--- config.mk ---
export PLATFORM = sky130hd
export DESIGN_NAME = uart_rx
export DESIGN_NICKNAME = d
export VERILOG_FILES = /design/src/rtl/uart_rx.sv
export SDC_FILE = /design/constraint.sdc
export NUM_CORES = 1
export LEC_CHECK = 0
export CAP_MARGIN = 25
export CORE_MARGIN = 1.5
export CORE_UTILIZATION = 53
export DETAILED_ROUTE_END_ITERATION = 7
export PLACE_DENSITY = 0.77
export SYNTH_ARGS = -nofsm -noshare
export SYNTH_HDL_FRONTEND = slang
export SYNTH_SLANG_ARGS = --single-unit
--- constraint.sdc ---
create_clock -name clk_i -period 2.2 [get_ports clk_i]
set_input_delay 0.22 -clock clk_i [delete_from_list [all_inputs] [get_ports clk_i]]
set_output_delay 0.22 -clock clk_i [all_outputs]
set_load 0.005 [all_outputs]
--- src/rtl/uart_rx.sv ---
// uart_rx: 8N1 serial receiver with mid-bit sampling and a valid/ack byte handshake.
// Optional even-parity bit enabled by defining UART_RX_PARITY_EN (8E1 frame).
//
//  state    | meaning
//  ---------+--------------------------------------------------------------
//  S_IDLE   | line idle, waiting for rxs=0
//  S_START  | half-bit wait, confirm start bit still low (else glitch)
//  S_DATA   | sample DATA_BITS data bits at mid-bit, LSB first
//  S_PARITY | sample even-parity bit (only with UART_RX_PARITY_EN)
//  S_STOP   | sample stop bit, then report byte or errors
module uart_rx #(
    parameter int CLKS_PER_BIT = 16,
    parameter int DATA_BITS    = 8
) (
    input  logic                 clk_i,
    input  logic                 reset_i,
    input  logic                 rx_i,
    output logic [DATA_BITS-1:0] data_o,
    output logic                 data_valid_o,
    input  logic                 data_ack_i,
    output logic                 frame_err_o,
    output logic                 parity_err_o,
    output logic                 overrun_o
);

    localparam int CNT_W = $clog2(CLKS_PER_BIT);
    localparam int BIT_W = $clog2(DATA_BITS + 1);
    localparam logic [CNT_W-1:0] HALF_LOAD = CNT_W'(CLKS_PER_BIT / 2 - 1);
    localparam logic [CNT_W-1:0] BIT_LOAD  = CNT_W'(CLKS_PER_BIT - 1);
    localparam logic [BIT_W-1:0] LAST_BIT  = BIT_W'(DATA_BITS - 1);

    typedef enum logic [2:0] {
        S_IDLE,
        S_START,
        S_DATA,
`ifdef UART_RX_PARITY_EN
        S_PARITY,
`endif
        S_STOP
    } state_t;

    state_t               state;
    state_t               state_nxt;
    logic                 rx_meta;
    logic                 rxs;
    logic [CNT_W-1:0]     cnt;
    logic [BIT_W-1:0]     bit_cnt;
    logic [DATA_BITS-1:0] shift;
    logic                 parity_bad;
    logic                 tick;
    logic                 stop_sample;
    logic                 stop_good;

    // Two-flop synchroniser; resets to the idle (high) line level.
    always_ff @(posedge clk_i or negedge reset_i) begin
        if (!reset_i) begin
            rx_meta <= 1'b1;
            rxs     <= 1'b1;
        end else begin
            rx_meta <= rx_i;
            rxs     <= rx_meta;
        end
    end

    // State register.
    always_ff @(posedge clk_i or negedge reset_i) begin
        if (!reset_i) state <= S_IDLE;
        else          state <= state_nxt;
    end

    assign tick = (cnt == '0);

    // Next-state logic; every sample point is the terminal count of the bit timer.
    always_comb begin
        state_nxt = state;
        case (state)
            S_IDLE:  if (!rxs) state_nxt = S_START;
            S_START: if (tick) state_nxt = rxs ? S_IDLE : S_DATA;
            S_DATA: begin
                if (tick && bit_cnt == LAST_BIT) begin
`ifdef UART_RX_PARITY_EN
                    state_nxt = S_PARITY;
`else
                    state_nxt = S_STOP;
`endif
                end
            end
`ifdef UART_RX_PARITY_EN
            S_PARITY: if (tick) state_nxt = S_STOP;
`endif
            S_STOP:  if (tick) state_nxt = S_IDLE;
            default: state_nxt = S_IDLE;
        endcase
    end

    // Frame-completion strobes decoded from the current state.
    always_comb begin
        stop_sample = 1'b0;
        stop_good   = 1'b0;
        if (state == S_STOP && tick) begin
            stop_sample = 1'b1;
            stop_good   = rxs && !parity_bad;
        end
    end

    // Bit timer (down-counter reloaded at each sample), bit counter and shifter.
    always_ff @(posedge clk_i or negedge reset_i) begin
        if (!reset_i) begin
            cnt     <= '0;
            bit_cnt <= '0;
            shift   <= '0;
        end else begin
            if (state == S_IDLE) begin
                cnt     <= HALF_LOAD;
                bit_cnt <= '0;
            end else if (tick) begin
                cnt <= BIT_LOAD;
            end else begin
                cnt <= cnt - CNT_W'(1);
            end
            if (state == S_DATA && tick) begin
                shift   <= {rxs, shift[DATA_BITS-1:1]};
                bit_cnt <= bit_cnt + BIT_W'(1);
            end
        end
    end

`ifdef UART_RX_PARITY_EN
    // Even parity: the received parity bit must equal the XOR of the data bits.
    always_ff @(posedge clk_i or negedge reset_i) begin
        if (!reset_i)                      parity_bad <= 1'b0;
        else if (state == S_IDLE)          parity_bad <= 1'b0;
        else if (state == S_PARITY && tick) parity_bad <= rxs ^ (^shift);
    end
`else
    assign parity_bad = 1'b0;
`endif

    // Output register: byte handshake, overrun and error pulses one cycle after the stop sample.
    always_ff @(posedge clk_i or negedge reset_i) begin
        if (!reset_i) begin
            data_o       <= '0;
            data_valid_o <= 1'b0;
            frame_err_o  <= 1'b0;
            parity_err_o <= 1'b0;
            overrun_o    <= 1'b0;
        end else begin
            frame_err_o  <= stop_sample && !rxs;
            parity_err_o <= stop_sample && parity_bad;
            overrun_o    <= 1'b0;
            if (stop_good) begin
                if (!data_valid_o || data_ack_i) begin
                    data_o       <= shift;
                    data_valid_o <= 1'b1;
                end else begin
                    overrun_o <= 1'b1;
                end
            end else if (data_ack_i) begin
                data_valid_o <= 1'b0;
            end
        end
    end

endmodule

==> impl_metrics.tcl <==
set metrics [dict create \
    status "finished clean" \
    firstDrtPassIters 4 \
    wl_per_cell_um 14.1 \
    antenna_found_initial 0 \
    p_sw_uw 395 \
    crit_path_end_kind "flop" \
    crit_fanout 12 \
    post-synth-top-count-cell "dfrtp_1" \
    ys_types 34 \
    antenna_cells 0 \
    vias 783 \
    track_usage_pct 19.4 \
    fin_worst_skew_ns 0.00486 \
    fmax_ghz 0.524 \
    place.detailed.hpwl_um 1420 \
    cp.required_ns 2.41 \
    synth_nets 102 \
    insertion_delay_ns 0.32 \
    initial_core_util_pct 57.2 \
    setup_tns_ns 0 \
    comb_power_share_pct 18.2 \
    synth_commonest_cells "dfrtp_1, mux2_2, inv_1" \
    ir_drop_mv 0.605 \
    hold_class "in -> async" \
    post_cts_buffers 0 \
    synth_flop_cell "dfrtp_1" \
    slew_viol_final 0 \
    synth_area_leaders "dfrtp_1, mux2_2, dfstp_2" \
    synth_cells 96 \
    post_drt_via_cell_ratio 5.44 \
    grt_pass1_wl_um 3800 \
    power_density_mw_per_mm2 886 \
    period_needed_ns 1.91 \
    async_reset_ff_share_pct 100 \
    num_rows 17 \
    htreeDepth 2 \
    clockBufferDepth 2 \
    clkPwrFrac_pct 27.1 \
    synth_top_area_cell "dfrtp_1" \
    clk_pin_slew_ns 0.09 \
    synth_top_area_share_pct 55.7 \
    seqPwrFrac_pct 54.6 \
    start_kind "flop" \
    fin_nets 121 \
    root_buffer "clkbuf_4" \
    grt_max_degree 32 \
    ys_seq_area_share_pct 59.8 \
    cts_hold_buffers 0 \
    grt_setup_unrepaired "no" \
    swShare_pct 29.0 \
    reg2reg_depth 5 \
    ys_seq_elements 31 \
    io_pins 16 \
    synthesis.area_mm2 0.00130 \
    r2r_end "shift[3]$_DFFE_PN0P_" \
    cts_tree "done" \
    die_w_um 52.6 \
    drt-initial-drc-count 11 \
    maxCapViolCount 0 \
    core-area_mm2 0.00228 \
    grt_pass1_vias 827 \
    regToRegStartpoint "cnt[0]$_DFF_PN0_" \
    hold_viol_final 0 \
    syn_avg_cell_area_um2 13.6 \
    io_buffers 14 \
    ant_nets 0 \
    synth_edf_count 0 \
    drc 0 \
    r2r_slack_ns 0.29 \
    syn_to_final_growth_pct 18.1 \
    crit_arrival_ns 2.12 \
    hold-worst-slack_ns 0.278 \
    path_class "reg -> reg" \
    p_int_uw 967 \
    numCtsBuffers 5 \
    wirelength_um 2040 \
    die_h_um 52.6 \
    cts.repair.resized 0 \
    drive_gt1_share_pct 26.7 \
    fin_crit_sh_pct 86.8 \
    cts.sinks 31 \
    cellLeakagePower_uw 0.000717 \
    grt_overflow 0 \
    setup_violations 0 \
    synth_warnings 0 \
    dieArea_mm2 0.00276 \
    place.gp.congestion 0.829 \
]
-- power groups by stage --
stage	Clock, uW	Combinational (uW)	Sequential [uW]
4_1_cts	381	252	742
3_5_place_dp	0	250	753
2_1_floorplan	0	213	716
5_1_grt	404	285	755
3_3_place_gp	0	241	752
6_report	370	248	744
-- critical path, cell delays in order (launching register included) --
cell and delay (ns):
dfrtp_1 0.40, inv_1 0.08, ha_1 0.28, nor3b_2 0.30
nand2_1 0.35, mux2_2 0.39
-- final cells by class --
| cell class | count | area, um2 |
|---|---|---|
| Sequential cell | 31 | 778 |
| Fill cell | 161 | 738 |
| Multi-Input combinational cell | 56 | 485 |
| Timing Repair Buffer | 15 | 148 |
| Clock buffer | 8 | 68.8 |
| Tap cell | 28 | 35.0 |
| Inverter | 6 | 22.5 |
-- through the flow --
stage	cell area, um2	power (uW)	cells	utilization, %	setup slack [ns]
after floorplan	1300	929	96	-	0.504
after global placement	1470	993	136	64.5	0.353
after detailed placement	1470	1000	136	64.5	0.308
after CTS	1540	1370	144	67.6	0.271
after global routing	1540	1440	144	67.6	0.123
final	1540	1360	144	67.6	0.290
-- how the worst max path moves through the flow --
stage / startpoint / end
final: cnt[0]$_DFF_PN0_ / shift[3]$_DFFE_PN0P_
after global routing: cnt[0]$_DFF_PN0_ / shift[3]$_DFFE_PN0P_
after CTS: cnt[0]$_DFF_PN0_ / shift[3]$_DFFE_PN0P_
after detailed placement: cnt[0]$_DFF_PN0_ / shift[3]$_DFFE_PN0P_
after global placement: cnt[0]$_DFF_PN0_ / data_o[0]$_DFFE_PN0P_
after floorplan: cnt[0]$_DFF_PN0_ / data_o[0]$_DFFE_PN0P_
-- cells by family (layout without fill, tap and decap cells) --
group	count (synthesis)	after routing	synth area share, %
AO/OA/AOI/OAI	12	12	6.05
XOR/XNOR	1	1	0.673
adder cells (fa/ha/maj)	2	2	1.92
buffers and inverters	9	29	2.98
flip-flops	31	31	59.8
multiplexers	18	18	15.4
other	1	1	0.288
AND/OR/NAND/NOR	22	22	13.0
-- cell usage in the layout, fill, tap and decap left out, drive strengths merged --
cell	instances
a211oi	1
a21o	1
a21oi	2
and3	1
buf	1
clkbuf	8
clkdlybuf4s50	14
conb	1
dfrtp	29
dfstp	2
ha	2
inv	6
mux2	16
mux2i	2
nand2	3
nand2b	3
nand4	2
nand4b	1
nand4bb	1
nor2	2
nor2b	1
nor3	2
nor3b	3
o21a	1
o21ai	3
o21bai	1
o221ai	2
o22ai	1
or2	1
or3	1
or3b	1
xnor2	1
-- registers in the layout, summed over array words and instances (netlist names) --
signal,cells
data_o,8
shift,8
bit_cnt,4
cnt,4
state,2
data_valid_o,1
frame_err_o,1
overrun_o,1
rx_meta,1
rxs,1
-- per-layer routing --
layer,vias to the layer above,part of all wire (%),global-route usage [%]
li1,375,-,-
met3,6,4.5,6.86
met5,-,0,0
met4,0,1.8,7.69
met2,17,45,29.4
met1,385,49,25.4
Power figures use the tool's default switching activity.
